File: config.mk
export PLATFORM = sky130hd
export DESIGN_NAME = avg_encode
export DESIGN_NICKNAME = d
export VERILOG_FILES = /design/src/rtl/avg_encode.sv
export SDC_FILE = /design/constraint.sdc
export NUM_CORES = 1
export LEC_CHECK = 0
export BUFFER_PORTS_ARGS = -buffer_cell sky130_fd_sc_hd__buf_2
export CORE_MARGIN = 1
export CORE_UTILIZATION = 55
export CTS_BUF_LIST = sky130_fd_sc_hd__clkbuf_4 sky130_fd_sc_hd__clkbuf_8 sky130_fd_sc_hd__clkbuf_16
export DETAILED_ROUTE_END_ITERATION = 7
export PLACE_DENSITY = 0.9
export SYNTH_ARGS = -nofsm -noshare
export SYNTH_HDL_FRONTEND = slang
export SYNTH_SLANG_ARGS = --single-unit
File: constraint.sdc
create_clock -name clk -period 7.14 [get_ports clk]
set_input_delay 0.357 -clock clk [delete_from_list [all_inputs] [get_ports clk]]
set_output_delay 0.357 -clock clk [all_outputs]
set_load 0.05 [all_outputs]
File: src/rtl/avg_encode.sv
// rtl/avg_encode.sv - AVG command-to-instruction encoder writing vector RAM bytes
// Optional feature macro: AVG_ENC_SVEC_AUTO_EN (VCTR auto-shortened to SVEC when it fits)

`ifndef OP_VCTR
`define OP_VCTR  3'b000
`define OP_HALT  3'b001
`define OP_SVEC  3'b010
`define OP_STORE 3'b011
`define OP_CNTR  3'b100
`define OP_JSR   3'b101
`define OP_RTS   3'b110
`define OP_JMP   3'b111
`endif

module avg_encode #(
  parameter int ADDR_W = 13
) (
  input  logic              clk,
  input  logic              rst,
  input  logic              base_load,
  input  logic [ADDR_W-1:0] base_addr,
  input  logic              cmd_valid,
  output logic              cmd_ready,
  input  logic [3:0]        cmd_kind,
  input  logic [12:0]       cmd_dx,
  input  logic [12:0]       cmd_dy,
  input  logic [7:0]        cmd_z,
  input  logic [2:0]        cmd_color,
  input  logic [7:0]        cmd_lin,
  input  logic [2:0]        cmd_bin,
  input  logic [15:0]       cmd_target,
  output logic              vram_we,
  output logic [ADDR_W-1:0] vram_addr,
  output logic [7:0]        vram_wdata,
  input  logic              vram_gnt,
  output logic [ADDR_W-1:0] wr_ptr,
  output logic              done,
  output logic              err
);

  typedef enum logic {IDLE, EMIT} state_t;

  state_t          state;
  logic [1:0]      idx;
  logic [2:0]      len;
  logic [3:0][7:0] bytes_q;

  // combinational encoding of the command currently on the inputs
  logic [3:0][7:0] enc;
  logic [2:0]      enc_len;
  logic            enc_ok;
  logic            svec_ok;
  logic            tgt_ok;
  logic [7:0]      svec_b0, svec_b1;
  logic [3:0][7:0] vctr_b;
  logic [ADDR_W:0] end_sum;
  logic [ADDR_W:0] mem_size;

  // short vectors need even deltas that sign-extend from bit 5
  assign svec_ok = !cmd_dx[0] && !cmd_dy[0] &&
                   ((&cmd_dx[12:5]) || !(|cmd_dx[12:5])) &&
                   ((&cmd_dy[12:5]) || !(|cmd_dy[12:5]));
  assign tgt_ok  = !cmd_target[0] && (cmd_target[15:13] == 3'b000);

  assign svec_b0 = {cmd_z[2:0], cmd_dx[5:1]};
  assign svec_b1 = {`OP_SVEC, cmd_dy[5:1]};
  assign vctr_b  = {{cmd_z[2:0], cmd_dx[12:8]}, cmd_dx[7:0],
                    {`OP_VCTR, cmd_dy[12:8]}, cmd_dy[7:0]};

  assign end_sum  = {1'b0, wr_ptr} + {{(ADDR_W-2){1'b0}}, enc_len};
  assign mem_size = {1'b1, {ADDR_W{1'b0}}};

  // select byte image, length and legality from the command kind
  always_comb begin
    enc     = '0;
    enc_len = 3'd2;
    enc_ok  = 1'b1;
    case (cmd_kind)
      4'd0: begin
`ifdef AVG_ENC_SVEC_AUTO_EN
        if (svec_ok) begin
          enc[0] = svec_b0;
          enc[1] = svec_b1;
        end else begin
          enc     = vctr_b;
          enc_len = 3'd4;
        end
`else
        enc     = vctr_b;
        enc_len = 3'd4;
`endif
      end
      4'd1: begin
        enc[0] = svec_b0;
        enc[1] = svec_b1;
        enc_ok = svec_ok;
      end
      4'd2: enc[1] = {`OP_HALT, 5'b0};
      4'd3: begin
        enc[0] = cmd_z;
        enc[1] = {`OP_STORE, 2'b00, cmd_color};
      end
      4'd4: begin
        enc[0] = cmd_lin;
        enc[1] = {`OP_STORE, 2'b10, cmd_bin};
      end
      4'd5: enc[1] = {`OP_CNTR, 5'b0};
      4'd6: begin
        enc[0] = cmd_target[8:1];
        enc[1] = {`OP_JSR, 1'b0, cmd_target[12:9]};
        enc_ok = tgt_ok;
      end
      4'd7: begin
        enc[0] = cmd_target[8:1];
        enc[1] = {`OP_JMP, 1'b0, cmd_target[12:9]};
        enc_ok = tgt_ok;
      end
      4'd8: enc[1] = {`OP_RTS, 5'b0};
      default: enc_ok = 1'b0;
    endcase
    // the write must not run past the top of vector RAM
    if (end_sum > mem_size) enc_ok = 1'b0;
  end

  logic [1:0] idx_nxt;
  logic       last;
  assign idx_nxt = idx + 2'd1;
  assign last    = ({1'b0, idx} == (len - 3'd1));

  // command FSM: latch on handshake, then emit bytes one grant at a time
  always_ff @(posedge clk) begin
    if (rst) begin
      state      <= IDLE;
      idx        <= '0;
      len        <= '0;
      bytes_q    <= '0;
      cmd_ready  <= 1'b1;
      vram_we    <= 1'b0;
      vram_addr  <= '0;
      vram_wdata <= '0;
      wr_ptr     <= '0;
      done       <= 1'b0;
      err        <= 1'b0;
    end else begin
      done <= 1'b0;
      err  <= 1'b0;
      case (state)
        IDLE: begin
          if (cmd_valid) begin
            if (enc_ok) begin
              state      <= EMIT;
              cmd_ready  <= 1'b0;
              bytes_q    <= enc;
              len        <= enc_len;
              idx        <= '0;
              vram_we    <= 1'b1;
              vram_addr  <= wr_ptr;
              vram_wdata <= enc[0];
            end else begin
              err <= 1'b1;
            end
          end
          // a load in the same cycle as a handshake wins for the pointer
          if (base_load) wr_ptr <= base_addr;
        end
        EMIT: begin
          if (vram_gnt) begin
            if (last) begin
              state     <= IDLE;
              cmd_ready <= 1'b1;
              vram_we   <= 1'b0;
              wr_ptr    <= wr_ptr + {{(ADDR_W-3){1'b0}}, len};
              done      <= 1'b1;
            end else begin
              idx        <= idx_nxt;
              vram_addr  <= wr_ptr + {{(ADDR_W-2){1'b0}}, idx_nxt};
              vram_wdata <= bytes_q[idx_nxt];
            end
          end
        end
        default: state <= IDLE;
      endcase
    end
  end

endmodule

==> run_results.csv, run 1 <==
group,metric,value,unit
floorplanning,die_h,91.23,µm
min_path,whs_endpoint,"wr_ptr[0]",
finish,multi_input_area,2596,µm²
clocking,clk_latency,0.35,ns
floorplanning,start_util,56.67,%
min_path,min_path_type,"primary input to flip-flop",
power,vdd_ir_drop_max,110.0,µV
clocking,clk_pin_slew,0.08,ns
power,p_leak,1.983,nW
place,detailed_place_hpwl,8927,µm
worst_setup_path,reg2reg_from,"wr_ptr[2]",
routing,vias_per_cell,6.242,
synth,dominantRegCellSynth,"dfxtp_1",
finish,nets,719,
worst_setup_path,rr_endpoint,"len[1]",
sta,fin_worst_skew,0.01209,ns
finish,utilization,66.63,%
place,place_ws,2.741,ns
sta,hold_viol_final,0,
sta,min_period,4.095,ns
clocking,cts_resized,0,
clocking,cts_tree,"built",
sta,max_freq,0.2442,GHz
floorplanning,die_w,91.23,µm
power,total_power,1.049,mW
worst_setup_path,required,7.34,ns
sta,finalCritPeriodShare,57.36,%
floorplanning,die_area,8323,µm²
worst_setup_path,path_class,"primary input to flip-flop",
synth,syn_inst,539,
worst_setup_path,r2r_cells,11,
synth,ys_ff_latch,75,
power,power.density,203.8,nW/µm²
routing,drt_first_pass_iters,6,
sta,worst_slack,3.045,ns
clocking,clockBufferDepth,2,
floorplanning,core,7727,µm²
routing,ant_nets,0,
global_route,grt_pass1_wl,20040,µm
synth,ys_async_sr_fraction,0,%
status,status,"finished, final reports clean",
floorplanning,io_pins,124,
sta,setup_violations,0,
finish,n_fill_cell,659,
synth,synthesis.nets,633,
finish,diodes,0,
sta,rsz0062_at_grt,"no",
synth,netlist_area,4379,µm²
global_route,grt.overflow.total,0,
routing,drc_errors,0,
finish,final_cell_mix,"buf_2, dfxtp_1, nor2_1",
floorplanning,core.rowCount,32,
sta,whs,0.2490,ns
routing,wirelength,12500,µm
place,io_buffers,123,
routing,wl_per_cell,17.08,µm
synth,synth_edf_count,0,
synth,yosysWarnings,0,
place,gp_congestion,0.9757,
routing,vias,4569,
worst_setup_path,crit_fanout,55,
synth,synth_cell_types,55,
clocking,h-tree-depth,3,
worst_setup_path,reg2reg_setup_slack,3.06,ns
finish,layout-drive-gt1-share,26.03,%
finish,final_common_cell,"buf_2",
worst_setup_path,crit_path_start_kind,"primary input",
sta,tightest_slew,1.264,ns
worst_setup_path,end_kind,"flip-flop",
sta,max_slew_margin,15.55,%
min_path,hp-start,"base_addr[0]",
sta,finalSetupTns,0,ns
clocking,cts_buffers,9,
clocking,cts_setup_buffers,0,
synth,avgSynthCellArea,8.125,µm²
finish,syn_to_final_growth,17.57,%
run,maxCapViolCount,0,
finish,seq_area,1501,µm²
global_route,grt_usage,30.13,%
min_path,hold_depth,3,
worst_setup_path,cp.arrival,4.30,ns
clocking,root_buffer,"clkbuf_8",
routing,drtIter0Drc,568,
clocking,cts_hold_buf,0,
sta,drv_slew,0,
global_route,grt_max_degree,77,
clocking,cts_sinks,75,
global_route,grt_pass1_vias,4120,
global_route,antenna_found_initial,0,
synth,yosysSeqAreaShare,34.29,%
==> final cells by class <==
| type | instances | area share (%) |
|---|---|---|
| multi-input combinational | 393 | 50.43 |
| clock buffer | 10 | 2.552 |
| inverter | 16 | 1.166 |
| sequential | 75 | 29.16 |
| tap | 102 | 2.479 |
| clock inverter | 6 | 1.239 |
| timing repair buffer | 130 | 12.98 |
==> where the power goes <==
part	internal, mW	leakage (nW)	switching, mW
Clock	0.165	0.0961	0.163
Sequential	0.443	0.613	0.0310
Combinational	0.0862	1.27	0.161
Total	0.695	1.98	0.355
==> worst max path at each step <==
stage | cells past startpoint | endpoint | slack [ns] | from
3_5_place_dp | 13 | vram_wdata[4] | 2.74 | cmd_kind[0]
6_report | 13 | len[1] | 3.04 | cmd_kind[0]
3_3_place_gp | 13 | len[1] | 2.97 | cmd_kind[0]
5_1_grt | 13 | vram_wdata[4] | 2.72 | cmd_kind[0]
2_1_floorplan | 16 | vram_wdata[1] | 2.92 | cmd_kind[0]
4_1_cts | 13 | vram_wdata[4] | 3.11 | cmd_kind[0]
==> cell usage after synthesis, types with 4 or more instances <==
cell      instances  area [µm²]
nand2_1          45       168.9
nand2b_1          4       25.02
buf_2             8       40.04
nor3_1           35       175.2
nor4_1            4       25.02
dfxtp_1          75        1501
a222oi_1          8       80.08
a21oi_1          37       185.2
a22o_1            6       52.55
o21ai_0          18       90.09
o22ai_1           6       37.54
a211oi_1         25       187.7
clkbuf_1         41       153.9
ha_1              6       75.07
mux4_2            8       180.2
inv_1            16       60.06
nor2_1           51       191.4
nand3_1          29       145.1
nor2b_1           6       37.54
xor2_1            6       52.55
nand4_1          10       62.56
a221oi_1         22       192.7
nor3b_1           4       30.03
xnor2_1          17       148.9
==> registers in the layout (all words and copies together) (netlist names) <==
register    count
idx             2
wr_ptr         13
len             2
done            1
vram_wdata      8
err             1
vram_addr      13
cmd_ready       1
bytes_q        32
state           1
vram_we         1
==> critical path: stages <==
cell and delay, ns:
buf_2 0.15, nor4_4 0.50, inv_1 0.14, ha_1 0.24, ha_1 0.24, a21oi_1 0.38
o31a_1 0.20, nand4_1 0.09, or4_4 0.58, a211oi_4 0.54, buf_4 0.56, nand2_1 0.15
nor3b_1 0.17
==> per-stage QoR <==
step           instance area [µm²]  std cells
2_1_floorplan                 4379        539
3_3_place_gp                  4954        716
3_5_place_dp                  4954        716
4_1_cts                       5149        732
5_1_grt                       5149        732
6_report                      5149        732
==> layer usage <==
metal / wire length, µm / global-route usage [%] / up-vias
met3: 1140 / 4.439 / 32
met2: 5787 / 48.74 / 306
met4: 325 / 10.71 / 0
li1: - / - / 2163
met1: 5250 / 40.94 / 2068
met5: 0 / 0 / -
==> cells by family after synthesis <==
kind of cell | Yosys count | share of synthesized area (%)
adder cells (fa/ha/maj) | 9 | 2.857
flip-flops | 75 | 34.29
AO/OA/AOI/OAI | 145 | 23.86
multiplexers | 11 | 4.800
AND/OR/NAND/NOR | 205 | 22.86
buffers and inverters | 71 | 6.743
XOR/XNOR | 23 | 4.600
Note: power is estimated with default switching activity, not from simulation.
==> run 2: changes to the inputs <==
- CORE_UTILIZATION: 55 -> 48
- PLACE_DENSITY: 0.9 -> 0.83
- clock period: 7.14 -> 3.7 ns (I/O delays scaled with it)
==> run 2 against run 1 <==
Clock power is 120% higher. Hold slack worse by 0.17 ns. Clock-buffer cell count is 1 lower. Final area is 2.0% higher. Setup slack worse by 2.5 ns. Sequential cell count stayed put. Sequential share of layout area is 0.58 points lower. Clock skew hardly changed. Highest routed layer unchanged. Combinational power is 100% higher. Routed wire length is 2.0% higher.
==> run_results.csv, run 2 (same netlist as run 1, synthesis figures left out) <==
group,metric,value,unit
clocking,clk_pin_slew,0.08,ns
finish,reg_top3,"bytes_q (32), vram_addr (13), wr_ptr (13)",
global_route,grt.overflow.total,0,
global_route,antenna_found_initial,0,
routing,drc_errors,0,
global_route,grt_pass1_vias,4231,
power,power.density,401.7,nW/µm²
global_route,grt_pass1_wl,20840,µm
floorplanning,start_util,49.97,%
sta,finalSetupTns,0,ns
finish,largest-register,"bytes_q",
clocking,cts_setup_buffers,0,
sta,setup_violations,0,
finish,largest_register_ff_count,32,
routing,drtIter0Drc,384,
sta,tightest_slew,0.8226,ns
min_path,min_path_type,"primary input to flip-flop",
sta,fin_worst_skew,0.01198,ns
clocking,cts_resized,0,
floorplanning,die_w,97.52,µm
finish,final_cell_mix,"buf_2, dfxtp_1, nor2_1",
clocking,cts_hold_buf,0,
clocking,clockBufferDepth,2,
sta,hold_viol_final,0,
place,detailed_place_hpwl,9207,µm
power,p_leak,2.039,nW
clocking,cts_tree,"built",
routing,vias,4624,
finish,utilization,59.94,%
routing,wl_per_cell,17.12,µm
run,maxCapViolCount,0,
clocking,cts_buffers,9,
finish,final_common_cell,"buf_2",
finish,nets,726,
routing,drt_first_pass_iters,5,
routing,ant_nets,0,
sta,max_freq,0.3165,GHz
floorplanning,io_pins,124,
finish,diodes,0,
place,gp_congestion,0.8911,
sta,finalCritPeriodShare,85.39,%
global_route,grt_usage,27.20,%
finish,layout-drive-gt1-share,27.00,%
routing,vias_per_cell,6.207,
place,io_buffers,123,
status,status,"finished, final reports clean",
clocking,cts_sinks,75,
sta,drv_slew,0,
clocking,h-tree-depth,3,
floorplanning,core,8763,µm²
clocking,clk_latency,0.35,ns
power,vdd_ir_drop_max,222.1,µV
floorplanning,core.rowCount,34,
worst_setup_path,end_kind,"flip-flop",
worst_setup_path,path_class,"flip-flop to flip-flop",
clocking,root_buffer,"clkbuf_8",
finish,syn_to_final_growth,19.94,%
global_route,grt_max_degree,69,
floorplanning,die_h,97.52,µm
worst_setup_path,cp.arrival,3.36,ns
worst_setup_path,crit_fanout,32,
routing,wirelength,12760,µm
worst_setup_path,crit_path_start_kind,"flip-flop",
worst_setup_path,required,3.91,ns
sta,max_slew_margin,44.39,%
sta,min_period,3.159,ns
floorplanning,die_area,9509,µm²
sta,rsz0062_at_grt,"no",
## run 2: cell type report
type / instances / area (µm²)
timing repair buffer: 137 / 733.2
inverter: 16 / 60.06
multi-input combinational: 393 / 2600
sequential: 75 / 1501
clock buffer: 9 / 123.9
clock inverter: 7 / 98.84
tap: 108 / 135.1
fill: 783 / 3511
## run 2: critical path, cell delays in order, from the launching register on
cell      delay (ns)
dfxtp_1         0.41
ha_1            0.28
ha_1            0.25
a21oi_2         0.27
o31a_1          0.18
nand4_1         0.08
or4_4           0.57
a211o_1         0.31
buf_4           0.26
a221oi_1        0.31
nor3_1          0.07
## run 2: power by group
group	switching (mW)	total, mW	internal, mW
logic	0.327	0.500	0.173
clock network	0.325	0.710	0.386
registers	0.0446	0.900	0.855
## run 2: stage by stage
step / worst slack, ns / hold slack [ns] / instances / total power [mW] / area, µm²
6_report: 0.5406 / 0.08226 / 745 / 2.110 / 5253
5_1_grt: 0.2950 / 0.08863 / 745 / 2.198 / 5253
4_1_cts: 0.5437 / 0.07573 / 745 / 2.118 / 5253
3_5_place_dp: 0.2375 / 0.4436 / 729 / 1.412 / 5030
3_3_place_gp: 0.3903 / 0.4364 / 729 / 1.400 / 5030
2_1_floorplan: 0.01989 / 0.3210 / 539 / 1.262 / 4387
## run 2: worst paths after layout
kind	from	endpoint	slack [ns]	cells after the start
max	wr_ptr[1]	vram_wdata[0]	0.54	10
min	base_addr[0]	wr_ptr[0]	0.08	3
max reg2reg	wr_ptr[1]	vram_wdata[0]	0.54	10
min reg2reg	bytes_q[31]	bytes_q[31]	0.45	2
## run 2: layer usage
metal,vias up,part of all wire [%],track usage [%]
met5,-,0,0
met4,0,2.4,9.842
met3,32,9.3,4.460
met2,291,45,42.71
met1,2112,43,37.63
li1,2189,-,-
==> run 3: changes to the inputs <==
- CORE_UTILIZATION: 48 -> 53
- PLACE_DENSITY: 0.83 -> 0.87
- clock period: 3.7 -> 3.4 ns (I/O delays scaled with it)
==> run 3 against run 2 <==
Global-route usage grew 4.4 points. Combinational power grew 13%. Clock power grew 14%. Utilization grew 8.1 points. Final area grew 1.7%. Final cell count shrank 0.27%. Die area shrank 9.2%. Via count grew 0.78%. Highest routed layer unchanged.
==> run_results.csv, run 3 (same netlist as run 1, synthesis figures left out) <==
group,metric,value,unit
status,status,"finished, final reports clean",
clocking,cts_hold_buf,0,
routing,wl_met2,6137,µm
finish,largest-register,"bytes_q",
finish,nets,730,
worst_setup_path,end_kind,"flip-flop",
global_route,grt_pass1_vias,4292,
floorplanning,die_h,92.90,µm
floorplanning,start_util,55.80,%
sta,tightest_slew,0.8421,ns
floorplanning,core,7848,µm²
worst_setup_path,crit_fanout,18,
routing,met1_length,5433,µm
place,place_area,5109,µm²
global_route,grt_pass1_wl,21160,µm
sta,finalCritPeriodShare,92.84,%
clocking,clockBufferDepth,2,
global_route,grt_usage,31.57,%
sta,finalSetupTns,0,ns
global_route,grt.overflow.total,0,
routing,wirelength,13160,µm
sta,setup_violations,0,
finish,final_common_cell,"buf_2",
place,io_buffers,123,
global_route,antenna_found_initial,0,
finish,syn_to_final_growth,22.00,%
routing,drt_first_pass_iters,5,
min_path,min_path_type,"primary input to flip-flop",
floorplanning,die_w,92.90,µm
place,detailed_place_hpwl,9482,µm
floorplanning,io_pins,124,
worst_setup_path,cp.arrival,3.36,ns
clocking,h-tree-depth,3,
sta,min_period,3.156,ns
worst_setup_path,slowest_delay,0.57,ns
run,maxCapViolCount,0,
floorplanning,core.rowCount,32,
sta,rsz0062_at_grt,"no",
worst_setup_path,cp_slowest_cell,"or4_4",
clocking,cts_buffers,9,
routing,drtIter0Drc,448,
sta,fin_worst_skew,0.008928,ns
routing,drc_errors,0,
sta,max_freq,0.3168,GHz
clocking,clk_latency,0.36,ns
routing,ant_nets,0,
worst_setup_path,path_cells,"ha_1 > maj3_1 > a41oi_1 > nand3b_1 > or4_4 > a211o_1 > buf_4 > nand2_1 > a211oi_1",
floorplanning,die_area,8630,µm²
routing,vias_per_cell,6.272,
power,p_leak,2.075,nW
finish,layout-drive-gt1-share,27.93,%
power,vdd_ir_drop_max,207.3,µV
sta,hold_viol_final,0,
power,power.density,439.4,nW/µm²
finish,diodes,0,
worst_setup_path,required,3.60,ns
finish,largest_register_ff_count,32,
finish,reg_top3,"bytes_q (32), vram_addr (13), wr_ptr (13)",
worst_setup_path,crit_family,"simple AND/OR/NAND/NOR gates",
clocking,root_buffer,"clkbuf_8",
routing,vias,4660,
clocking,cts_sinks,75,
finish,final_cell_area,5343,µm²
clocking,clk_pin_slew,0.08,ns
clocking,cts_resized,0,
sta,drv_slew,0,
clocking,cts_setup_buffers,0,
worst_setup_path,path_class,"flip-flop to flip-flop",
worst_setup_path,crit_path_start_kind,"flip-flop",
finish,final_cell_mix,"buf_2, dfxtp_1, nor2_1",
sta,max_slew_margin,43.86,%
place,gp_congestion,0.8834,
clocking,cts_tree,"built",
routing,wl_per_cell,17.72,µm
routing,wl_met3,1273,µm
global_route,grt_max_degree,69,
worst_setup_path,cp_num_buf_inv,1,
routing,topRoutingLayerUsed,"met4",
-- run 3: worst min-delay path, cell delays in order --
cell	delay, ns
buf_2	0.08
a221oi_1	0.08
nor2_1	0.08
-- run 3: where the power goes --
part | internal, mW | switching [mW] | leakage (nW)
sequential | 0.931 | 0.0447 | 0.613
clock | 0.442 | 0.364 | 0.115
combinational | 0.198 | 0.369 | 1.35
-- run 3: final timing paths --
kind,slack [ns],to,cells after the start,from
worst max register to register,0.24,vram_addr[11],9,wr_ptr[1]
worst min register to register,0.46,bytes_q[17],2,bytes_q[17]
worst min-delay path,0.07,wr_ptr[5],3,base_addr[5]
worst max-delay path,0.24,vram_addr[11],9,wr_ptr[1]
-- run 3: cell type report --
| class | instances | area (µm²) |
|---|---|---|
| Multi-Input combinational cell | 393 | 2656 |
| Clock inverter | 6 | 96.34 |
| Clock buffer | 10 | 137.6 |
| Timing Repair Buffer | 141 | 763.2 |
| Tap cell | 102 | 127.6 |
| Inverter | 16 | 60.06 |
| Fill cell | 665 | 2505 |
| Sequential cell | 75 | 1501 |
-- run 3: per-layer routing --
metal	track usage, %	vias to the layer above
met5	0	-
met4	11.41	0
met3	5.993	27
met2	49.88	281
met1	42.84	2163
li1	-	2189
-- run 3: per-stage QoR --
step / utilization [%] / std cells / total power [mW] / setup slack, ns / hold slack [ns]
5_1_grt: 68.08 / 743 / 2.433 / 0.08318 / 0.07107
3_3_place_gp: 65.10 / 727 / 1.537 / 0.1672 / 0.4343
6_report: 68.08 / 743 / 2.348 / 0.2435 / 0.07302
2_1_floorplan: - / 539 / 1.389 / -0.04853 / 0.3060
3_5_place_dp: 65.10 / 727 / 1.553 / 0.05764 / 0.4471
4_1_cts: 68.08 / 743 / 2.342 / 0.2681 / 0.07031
